$ cat src/rtl/rv32_div_seq.sv
// rv32_div_seq: sequential RV32M DIV/DIVU/REM/REMU unit, 1 quotient bit per cycle.
// Ports: clk, reset_n, start/op/operands in, flush/hold in; stall, valid, result out.
module rv32_div_seq (
  input  logic        clk,
  input  logic        reset_n,
  input  logic        start_in,
  input  logic [1:0]  op_in,
  input  logic [31:0] dividend_in,
  input  logic [31:0] divisor_in,
  input  logic        flush_in,
  input  logic        hold_in,
  output logic        stall_out,
  output logic        result_valid_out,
  output logic [31:0] result_out
);

  typedef enum logic [1:0] {
    IDLE,
    CALC,
    DONE
  } state_e;

  state_e      state_q, state_d;
  logic [4:0]  cnt_q, cnt_d;
  logic        rem_op_q, rem_op_d;
  logic        qneg_q, qneg_d;
  logic        rneg_q, rneg_d;
  logic [31:0] quo_q, quo_d;
  logic [31:0] rem_q, rem_d;
  logic [31:0] dvs_q, dvs_d;

  logic        is_signed;
  logic        a_neg, b_neg;
  logic [31:0] a_abs, b_abs;
  logic        div_zero, ovf;
  logic [32:0] shl, diff;
  logic [31:0] quo_res, rem_res;

  assign is_signed = ~op_in[0];
  assign a_neg     = is_signed & dividend_in[31];
  assign b_neg     = is_signed & divisor_in[31];
  assign a_abs     = a_neg ? (~dividend_in + 32'd1) : dividend_in;
  assign b_abs     = b_neg ? (~divisor_in + 32'd1) : divisor_in;
  assign div_zero  = (divisor_in == 32'd0);
  assign ovf       = is_signed
                   & (dividend_in == 32'h8000_0000)
                   & (divisor_in == 32'hFFFF_FFFF);

  // Dividend magnitude shifts out of quo_q MSB-first while
  // quotient bits shift in at the bottom. The partial
  // remainder is always below the divisor, so a negative
  // trial difference always shows up in bit 32.
  assign shl  = {rem_q, quo_q[31]};
  assign diff = shl - {1'b0, dvs_q};

  always_comb begin
    state_d  = state_q;
    cnt_d    = cnt_q;
    rem_op_d = rem_op_q;
    qneg_d   = qneg_q;
    rneg_d   = rneg_q;
    quo_d    = quo_q;
    rem_d    = rem_q;
    dvs_d    = dvs_q;
    if (flush_in) begin
      state_d = IDLE;
    end else begin
      unique case (state_q)
        IDLE: begin
          if (start_in) begin
            rem_op_d = op_in[1];
            cnt_d    = 5'd0;
            if (div_zero) begin
              // Final values stored raw; sign fix disabled.
              quo_d   = 32'hFFFF_FFFF;
              rem_d   = dividend_in;
              qneg_d  = 1'b0;
              rneg_d  = 1'b0;
              state_d = DONE;
            end else if (ovf) begin
              quo_d   = 32'h8000_0000;
              rem_d   = 32'd0;
              qneg_d  = 1'b0;
              rneg_d  = 1'b0;
              state_d = DONE;
            end else begin
              quo_d   = a_abs;
              rem_d   = 32'd0;
              dvs_d   = b_abs;
              qneg_d  = a_neg ^ b_neg;
              rneg_d  = a_neg;
              state_d = CALC;
            end
          end
        end
        CALC: begin
          rem_d = diff[32] ? shl[31:0] : diff[31:0];
          quo_d = {quo_q[30:0], ~diff[32]};
          cnt_d = cnt_q + 5'd1;
          if (cnt_q == 5'd31) begin
            state_d = DONE;
          end
        end
        DONE: begin
          if (!hold_in) begin
            state_d = IDLE;
          end
        end
        default: state_d = IDLE;
      endcase
    end
  end

  always_ff @(posedge clk or negedge reset_n) begin
    if (!reset_n) begin
      state_q  <= IDLE;
      cnt_q    <= 5'd0;
      rem_op_q <= 1'b0;
      qneg_q   <= 1'b0;
      rneg_q   <= 1'b0;
      quo_q    <= 32'd0;
      rem_q    <= 32'd0;
      dvs_q    <= 32'd0;
    end else begin
      state_q  <= state_d;
      cnt_q    <= cnt_d;
      rem_op_q <= rem_op_d;
      qneg_q   <= qneg_d;
      rneg_q   <= rneg_d;
      quo_q    <= quo_d;
      rem_q    <= rem_d;
      dvs_q    <= dvs_d;
    end
  end

  assign quo_res = qneg_q ? (~quo_q + 32'd1) : quo_q;
  assign rem_res = rneg_q ? (~rem_q + 32'd1) : rem_q;

  assign result_out = (state_q == DONE)
                    ? (rem_op_q ? rem_res : quo_res)
                    : 32'd0;

  assign result_valid_out = (state_q == DONE) & ~flush_in;

  // Gated by reset_n so the hazard unit sees no stall while
  // the unit is held in reset.
  assign stall_out = reset_n & ~flush_in
                   & (((state_q == IDLE) & start_in)
                     | (state_q == CALC));

endmodule

$ cat config.mk
export PLATFORM = sky130hd
export DESIGN_NAME = rv32_div_seq
export DESIGN_NICKNAME = d
export VERILOG_FILES = /design/src/rtl/rv32_div_seq.sv
export SDC_FILE = /design/constraint.sdc
export NUM_CORES = 1
export LEC_CHECK = 0
export ABC_CLOCK_PERIOD_IN_PS = 4700
export BUFFER_PORTS_ARGS = -buffer_cell sky130_fd_sc_hd__buf_2
export CAP_MARGIN = 20
export CELL_PAD_IN_SITES_DETAIL_PLACEMENT = 1
export CELL_PAD_IN_SITES_GLOBAL_PLACEMENT = 1
export CORE_MARGIN = 3
export CORE_UTILIZATION = 45
export DETAILED_ROUTE_END_ITERATION = 7
export GPL_ROUTABILITY_DRIVEN = 0
export PLACE_DENSITY = 0.84
export SYNTH_ARGS = -nofsm -noshare
export SYNTH_HDL_FRONTEND = slang
export SYNTH_SLANG_ARGS = --single-unit
export TNS_END_PERCENT = 100
$ cat constraint.sdc
create_clock -name clk -period 4.7 [get_ports clk]
set_clock_uncertainty 0.05 [all_clocks]
set_input_delay 1.175 -clock clk [delete_from_list [all_inputs] [get_ports clk]]
set_output_delay 1.175 -clock clk [all_outputs]
set_load 0.03 [all_outputs]
# [Word level (Yosys, flattened, before mapping)]
# Index checks and enable logic that the tools add are counted.
[totals] output_inout_bits=34 register_bits=106 in_bits=71 word_cells=76
[op_classes] reduce_logical=7 n_mux=27 add_sub_neg=6 eq_ne=9 bitwise=19
[op_table] cell="2-to-1 mux 32 bit" n=12
[op_table] cell="adder 32 x 1 -> 32 bit, second input constant" n=4
[op_table] cell="NOT 32 bit" n=4
[op_table] cell="case mux 32 bit (2 select lines)" n=2
[op_table] cell="equality test 32 bit, second input constant" n=2
[op_table] cell="subtractor 33 x 32 -> 33 bit" n=1
[op_table] cell="zero test 32 bit" n=1
[op_table] cell="2-to-1 mux 2 bit" n=6
[op_table] cell="case mux 5 bit (2 select lines)" n=1
[op_table] cell="!= test 3 bit, second input constant" n=3
[op_table] cell="AND reduction 3 bit" n=3
[op_table] cell="bitwise AND 1 bit" n=8
[op_table] cell="case mux 2 bit (3 select lines)" n=1
[op_table] cell="adder 5 x 1 -> 5 bit, second input constant" n=1
[op_table] cell="equality test 5 bit, second input constant" n=1
[op_table] cell="2-to-1 mux 5 bit" n=1
[op_table] cell="NOT 1 bit" n=5
[op_table] cell="AND reduction 5 bit" n=1
[op_table] cell="2-to-1 mux 1 bit" n=4
[op_table] cell="equality test 2 x 1 -> 1 bit, second input constant" n=1
[op_table] cell="equality test 2 bit, second input constant" n=1
[op_table] cell="zero test 2 bit" n=1
[op_table] cell="!= test 2 bit, second input constant" n=1
[op_table] cell="nonzero test 2 bit" n=1
[op_table] cell="2 further kinds" n=2

# [Logic depth before layout (Yosys ltp)]
# Gate-level depths: netlist (run 1).
[logic_depth] depth_word=8 ltp_mapped=13 mapped_depth_nobuf=12

# [Worst setup path after synthesis (run 1)]
# OpenSTA, ideal clock, no wires.
[synth_timing] kind="register to output" startpoint="register quo_q[13]" endpoint="output port result_out[29]" n_path_buf=0 path_stages_with_launch=10 arrival_time_ns=3.685 required_ns=3.475 slack_ns=-0.210 cell_sequence="dfrtp_1 -> or4_4 -> or3_4 -> or4_4 -> or4_4 -> or2_4 -> o41ai_4 -> xnor2_1 -> nor2_1 -> a211oi_1"
[synth_via] elab_chain_cells=5
[synth_rtl] item="start, declared" line="28" rtl="logic [31:0] quo_q, quo_d;"
[synth_rtl] item="start signal, assigned" line="130" rtl="quo_q <= quo_d;"
[synth_rtl] item="NOT 32 bit" line="136" rtl="assign quo_res = qneg_q ? (~quo_q + 32'd1) : quo_q;"
[synth_rtl] item="adder 32 x 1 -> 32 bit" line="136"
[synth_rtl] item="2-to-1 mux 32 bit" line="136"
[synth_rtl] item="2-to-1 mux 32 bit (2 in a row)" line="140" rtl="? (rem_op_q ? rem_res : quo_res)"
[synth_rtl] item="end, declared" line="14" rtl="output logic [31:0] result_out"
# No other way between the ends.

# [Worst setup path after layout (run 1)]
[layout_timing] startpoint="register quo_q[12]" endpoint="output port result_out[29]"
# Same word-level chain as after synthesis.

==> metrics list, run 1 <==
- Prior to clock tree synthesis, the placed netlist has a worst setup slack of 0.02657 ns.
- Dividing the final minimum period by the clock period gives 105.2%.
* Aggregate routed wire length: 34,320 um
- Run status: finished with violations
- In the routed design, unresolved DRC markers number 0.
* Count of pins over their slew limit: 0
- The H-tree was split into 3 levels.
- Summed over all cells, the static leakage comes to 4.821 nW.
- Switching pwr: 0.003343 W
- Root buffer cell: clkbuf_16
- Synthesized netlist net count: 1,390
- 0 antenna diodes ended up in the layout.
- Global-route wire length before repair: 54,700 um
- Worst IR drop on VDD: 0.0002900 V
- Setup violations remaining at the end of the flow were counted as 10.
- During I/O placement, the number of pins put on the boundary was 105.
- Per-cell via count in the routed design: 6.133
- CTS sink count: 106
* Floorplan die area: 0.02337 mm2
- Leaving out fill and tap cells, the most frequent cell in the layout is o21ai_0.
- Cell family with the largest share of critical-path delay: simple AND/OR/NAND/NOR gates
- Final hold viol count: 0
- The share of total power dissipated in sequential elements is 24.5%.
* Vias after detailed routing: 10,250
- Yosys printed 0 warnings.
* Buffers added on ports: 104
* Pin count of the biggest net entering global routing: 66
- Worst path arrival time: 3.72 ns
- Setup repair after global routing missed its margin: true
* #FFs+latches synth: 106
- CP Class: register to output port
- Crit path cell chain: or4_4 > or3_4 > or4_4 > or4_4 > or2_4 > o41ai_4 > xnor2_1 > nor2_1 > a211oi_2 > buf_4
- Cell internal power was estimated by the tool at 0.003272 W.
* Sequential element share of the synthesized area: 27.33%
* Synth top area share: 27.33%
- Violations in the final reports: negative setup slack
- Overall Global Routing Usage: 28.34%
- CP Depth: 10
* Normalized max-slew margin: 31.31%
* Depth of the worst register-to-register path: 13
* Average footprint of a synthesized cell: 7.589 um2
- Antenna violations before repair: 1
- Worst setup path start: quo_q[12]
* Clock transition at the register clock pins on the worst setup and hold paths after CTS: 0.08 ns
* Switching part of the total power: 50.54%
- Endpoint of the most critical register-to-register path: rem_q[3]
- In this run the worst setup path terminates at result_out[29].
* Hold WC Path Type: register to register
- HPWL Detailed: 25,500 um
- For this run, the detailed router's first-pass iteration total came to 5.
- Chip Height: 152.9 um
- Of the cells placed in the final design, the portion with a size suffix greater than 1 is 16.54%.
- Leaving out fill and tap cells, the most frequent cells in the layout are o21ai_0, nand2_1, nor2_1.
- Fmax achieved: 202.3 MHz
* X dimension of the die: 152.9 um
* Number of cells produced by synthesis: 1,279
* Area overhead of the layout relative to synthesis: 17.14%
- Distinct cells, synth: 60
- For this design, the slowest cell found on the critical path is or4_4.
- Per-cell routed wire length: 20.52 um
- Data on the critical path is required at its endpoint by 3.47 ns.
- Bufs on Longest Clock Path: 2
- For this configuration, the core starts out at a cell density of 46.03%.
- The initialized floorplan defines 53 standard-cell rows.
- Among all flip-flop cells after synthesis, the most frequent one is dfrtp_1.
* Area of the multi-input gates: 0.006789 mm2
- Cell types with the largest area share after synthesis: dfrtp_1, o21ai_0, xor2_1, xnor2_1, nand2_1
* Detail Route Antenna Nets: 0
* Logic pwr share: 64.2%
- Largest stage delay on the critical path: 0.52 ns
* Vias in the first global route: 10,160
- EDFF count, synth: 0
* Area used by sequential logic in the layout: 0.002654 mm2
- Final critical-path required period: 4.942 ns
* Total clock buffers created by CTS: 9
* Post-synthesis async set-or-reset flop share: 100.0%
- Summed over all failing endpoints, the final setup total negative slack is -1.407 ns.
- Clock tree from TritonCTS: built
* Critical Path Sink Type: output port
- Largest driver fanout on the critical path: 3
- Final-stage net count: 1,503
- For this block, the initial DRC count from the detailed router was 795.
- For the pin with the worst max-slew slack, the measured transition is 1.030 ns.
* Power Dens Cells: 581.7 mW/mm2
- At the later pin of the worst-skew pair, clock insertion delay measures 0.37 ns.
* Worst R2R Setup Slack: 0.56 ns
* Critical path buffer and inverter count: 1
- Clk pwr share: 11.2%
- The total area inside the core boundary comes to 0.02109 mm2.
* Fill count: 2,681
* Cell type with the largest total area after synthesis: dfrtp_1
- In this design, the critical path's most frequently occurring cell is or4_4.
- Number of max-capacitance violations reported: 0
- In the post-route analysis, the smallest setup slack over all paths is -0.2423 ns.
- Reg2reg start: quo_q[31]
- Summed over all layers, the global routing overflow is 0.
- Kind of start point of the critical path: register
* Area of the mapped netlist: 0.009707 mm2
==> Yosys cell counts, types with 12 or more instances <==
cell,number
nor2_1,111
a22oi_1,14
xnor2_1,69
a31oi_1,21
o41ai_1,13
a21oi_1,83
nand3_1,17
nor3_1,36
xor2_1,70
nand4_1,15
dfrtp_1,106
nand2_1,135
nand2b_1,20
a211oi_1,40
clkbuf_1,57
and3_1,16
mux2i_1,18
o21ai_0,160
o31ai_1,31
inv_1,57
or3_1,12
ha_1,39
or4_1,13
==> worst min path at each step <==
stage | from | endpoint | cells past startpoint
global placement | cnt_q[4] | cnt_q[4] | 2
global route | dvs_q[27] | dvs_q[27] | 2
floorplan | cnt_q[4] | cnt_q[4] | 2
CTS | cnt_q[4] | cnt_q[4] | 2
detailed placement | cnt_q[4] | cnt_q[4] | 2
finish | cnt_q[4] | cnt_q[4] | 2
==> worst register-to-register path: stages (launching register included) <==
cell,delay (ns)
dfrtp_1,0.42
inv_1,0.20
ha_1,0.23
fa_1,0.20
nand2b_1,0.17
a21oi_1,0.11
o41ai_1,0.86
o31ai_1,0.29
a31o_2,0.35
mux2i_1,0.20
nand2_1,0.33
buf_12,0.28
a41oi_1,0.20
a31oi_1,0.11
==> repair_timing <==
action,in CTS,in global routing
pin swaps,11,16
gates resized for setup,20,25
hold buffers,0,0
setup buffers,10,5
endpoints found under the setup margin,8,11
==> flip-flops by register name, summed over array words and instances (netlist names) <==
| register | count |
|---|---|
| cnt_q | 5 |
| dvs_q | 32 |
| qneg_q | 1 |
| quo_q | 32 |
| rem_op_q | 1 |
| rem_q | 32 |
| rneg_q | 1 |
| state_q | 2 |
==> power by group through the flow <==
stage | sequential [W] | clock (W) | combinational (W)
after detailed placement | 0.00161 | 0 | 0.00401
final | 0.00162 | 0.000743 | 0.00425
after global placement | 0.00158 | 0 | 0.00385
after global routing | 0.00167 | 0.000782 | 0.00467
after CTS | 0.00160 | 0.000745 | 0.00409
after floorplan | 0.00148 | 0 | 0.00285
==> stage by stage <==
step	instances	util [%]	power (W)	hold WS [ns]	area, um2
4_1_cts	1666	53.04	0.006435	0.4353	11190
5_1_grt	1672	53.92	0.007119	0.4751	11370
3_3_place_gp	1640	51.04	0.005430	0.4059	10760
2_1_floorplan	1279	-	0.004326	0.3953	9722
6_report	1672	53.92	0.006614	0.4295	11370
3_5_place_dp	1640	51.04	0.005620	0.4174	10760
==> cells by family after synthesis <==
kind of cell               share of synthesized area, %
AOI/OAI and AO/OA                                 27.06
xor gates and xnor gates                          12.54
adders and majority gates                         5.233
buffers and inverters                             4.898
and+or+nand+nor                                   20.74
DFF                                               27.33
muxes                                             2.204
==> layer usage <==
metal	global-route usage [%]	up-vias	routed length [um]
met4	9.291	2	923
met3	3.171	62	2155
met1	39.48	4992	15460
met2	46.24	369	15760
met5	0	-	13
li1	-	4829	-
==> area by class of cell <==
cell class | count | area share (%)
multi-input combinational | 1048 | 59.71
clock inverter | 6 | 0.3741
inverter | 57 | 1.882
tap | 275 | 3.026
sequential | 106 | 23.34
timing repair buffer | 170 | 9.661
clock buffer | 10 | 2.014
No activity file was read; power rests on OpenSTA's default activity.
==> inputs of run 2 (changes only) <==
- ABC_CLOCK_PERIOD_IN_PS: 4700 -> default
- GPL_TIMING_DRIVEN: default -> 0
==> run 2 against run 1 <==
  * The run still ends with negative setup slack left
  * Utilization down 0.61 points
  * Via count up 2.9%
  * Combinational power down 3%
  * Routed wire length up 10%
==> metrics list, run 2 (synthesis gave the netlist of run 1 again) <==
- Final Instance Area: 0.01124 mm2 (-1.1%)
- Setup repair after global routing missed its margin: true
- The portion of the clock cycle consumed by the worst path in the final layout came to 106.3% (+1.2 points).
- The detailed-placement wirelength estimate was 29,270 um (+15%).
- The clock sink count was 106 (unchanged).
* CP Class: register to output port
- Per-cell routed wire length: 22.34 um (+8.9%)
- Most Frequent Cell on Critical Path: or4_4
* Antenna violations before repair: 0 (-1)
- The cell row count is 53 (unchanged).
- The number of diodes added for antenna fixing is 0 (unchanged).
- Clock tree synthesis selected as its root buffer the cell clkbuf_16.
- The maximum number of pins on one net before global-route repair is 72 (+9.1%).
- Cell family with the largest share of critical-path delay: simple AND/OR/NAND/NOR gates
- Insertion delay of the later-clocked pin in the worst-skew pair: 0.37 ns (about the same)
- Kind of start point of the critical path: register
- The number of hold buffers added after cts came to 0 (unchanged).
* Data required time of the worst path: 3.47 ns (about the same)
- Clock tree from TritonCTS: built
- The wire length of the first global-routing pass was 59,690 um (+9.1%).
- The clock period minus final worst setup slack came to 4.998 ns (+0.05532 ns).
- The worst setup path is captured at an output port.
- The final setup violation count was 11 (+1).
- The overall routed net length came to 37,780 um (+10%).
* Final hold viol count: 0 (unchanged)
* Fmax achieved: 200.1 MHz (-1.1%)
- Leading cell types in the layout, fill and taps excluded: o21ai_0, nand2_1, nor2_1
- Worst path arrival time: 3.77 ns (+0.05 ns)
* Buffers added on ports: 103 (-0.96%)
* Leakage power: 4.677 nW (-3.0%)
- The slowest stage of the critical path belongs to the cell or4_4.
- Vias after detailed routing: 10,550 (+2.9%)
* Count of TritonRoute iterations in the first routing pass: 5 (unchanged)
- Post-route setup slack: -0.2976 ns (-0.05532 ns)
- The ratio of total power to cell area is 582.7 mW/mm2 (+0.18%).
- The per-cell via count in the routed design was 6.241 (+1.8%).
- The final reports fail on negative setup slack.
- The share of final-layout standard cells stronger than drive strength 1 was 13.42% (-3.1 points).
- The largest registers in the layout are dvs_q x32, quo_q x32, rem_q x32.
* Count of pins over their slew limit: 0 (unchanged)
- Fill count: 2,746 (+2.4%)
- Relative to the synthesized area, the layout overhead comes to 15.82%.
- Clock transition at the register clock pins on the worst setup and hold paths after CTS: 0.08 ns (about the same)
- The number of global-route vias before repair is 10,740 (+5.7%).
- Area post-placement: 0.01062 mm2 (-1.3%)
- The final global-route overflow total is 0 (unchanged).
- Number of max-capacitance violations reported: 0 (unchanged)
- The aggregate global-route resource usage was 31.79% (+3.5 points).
- The I/O pin count was 105 (unchanged).
* Final-stage net count: 1,522 (+1.3%)
- Critical path buffer and inverter count: 1 (unchanged)
- The number of buffers added by the clock tree synthesis step was 9 (unchanged).
- Htree depth: 3 (unchanged)
- Initial drt markers: 735 (-7.5%)
* Starting Density: 46.03% (unchanged)
- The full die area came to 0.02337 mm2 (unchanged).
* Area of the multi-input gates: 0.006777 mm2 (-0.18%)
- Hold WC Path Type: register to register
- The total area of sequential cells came to 0.002660 mm2 (+0.24%).
* Core Box Area: 0.02109 mm2 (unchanged)
* Largest driver fanout on the critical path: 3 (unchanged)
- Slew @ Worst Pin: 0.8807 ns (-0.1497 ns)
* Chip Height: 152.9 um (unchanged)
- The maximum root-to-sink buffer count was 2 (unchanged).
- The library cell used most frequently in the layout, excluding fill and tap cells, is o21ai_0.
* Crit path cell chain: or4_4 > or3_4 > or4_4 > or4_4 > or2_4 > o41ai_4 > xnor2_1 > nor2_1 > a211oi_2 > buf_4
* Detail Route Antenna Nets: 0 (unchanged)
* Worst IR drop on VDD: 0.0002208 V (-24%)
* Setup_tns: -1.922 ns (-0.5153 ns)
* X dimension of the die: 152.9 um (unchanged)
* Normalized max-slew margin: 40.89% (+9.6 points)
* Largest stage delay on the critical path: 0.54 ns (+0.02 ns)
- Run status: finished with violations
- # DRC: 0 (unchanged)
run 2: per-layer routing:
metal | wire length [um] | share of wire, % | track usage, %
met5 | 0 | 0 | 0
met3 | 2462 | 6.5 | 4.105
met1 | 15950 | 42 | 41.51
met2 | 18090 | 48 | 54.44
met4 | 1283 | 3.4 | 11.07
run 2: repair_timing:
item | in CTS | in global routing
gates resized for setup | 37 | 17
setup endpoints to repair | 9 | 29
buffers inserted | 14 | 3
pin swaps | 13 | 7
run 2: through the flow:
stage | setup slack (ns) | power [W] | hold slack [ns] | util [%] | instances
3_3_place_gp | -0.2562 | 0.005349 | 0.4094 | 50.18 | 1657
6_report | -0.2976 | 0.006551 | 0.4411 | 53.31 | 1691
4_1_cts | -0.2840 | 0.006406 | 0.4425 | 52.82 | 1688
3_5_place_dp | -0.2307 | 0.005522 | 0.4255 | 50.36 | 1659
5_1_grt | -0.3578 | 0.007044 | 0.5045 | 53.31 | 1691
2_1_floorplan | 0.01779 | 0.004326 | 0.3953 | - | 1279
run 2: path summary, 6_finish.rpt:
check / from / to / slack, ns / cells after the start
max: quo_q[12] / result_out[29] / -0.30 / 10
min: dvs_q[27] / dvs_q[27] / 0.44 / 2
max reg2reg: quo_q[31] / rem_q[3] / 0.44 / 13
min reg2reg: dvs_q[27] / dvs_q[27] / 0.44 / 2
max in group asynchronous: reset_n / rem_q[4] / 3.12 / 2
min in group asynchronous: reset_n / quo_q[6] / 0.72 / 1
run 2: final cells by class:
cell class | count | share of cell area [%]
clock buffer | 12 | 2.193
multi-input combinational | 1048 | 60.28
clock inverter | 4 | 0.2449
timing repair buffer | 122 | 6.366
inverter | 57 | 1.903
tap | 275 | 3.061
buffer | 67 | 2.293
sequential | 106 | 23.66
run 2: tightest hold or removal path, cell delays in order, from the launching register on:
cell and delay, ns:
dfrtp_1 0.35, nand2_1 0.05, o21ai_0 0.06
run 2: where the power goes:
| group | internal, W | total, W | switching [W] |
|---|---|---|---|
| Clock | 0.000376 | 0.000756 | 0.000380 |
| Sequential | 0.00120 | 0.00167 | 0.000469 |
| Combinational | 0.00156 | 0.00413 | 0.00257 |
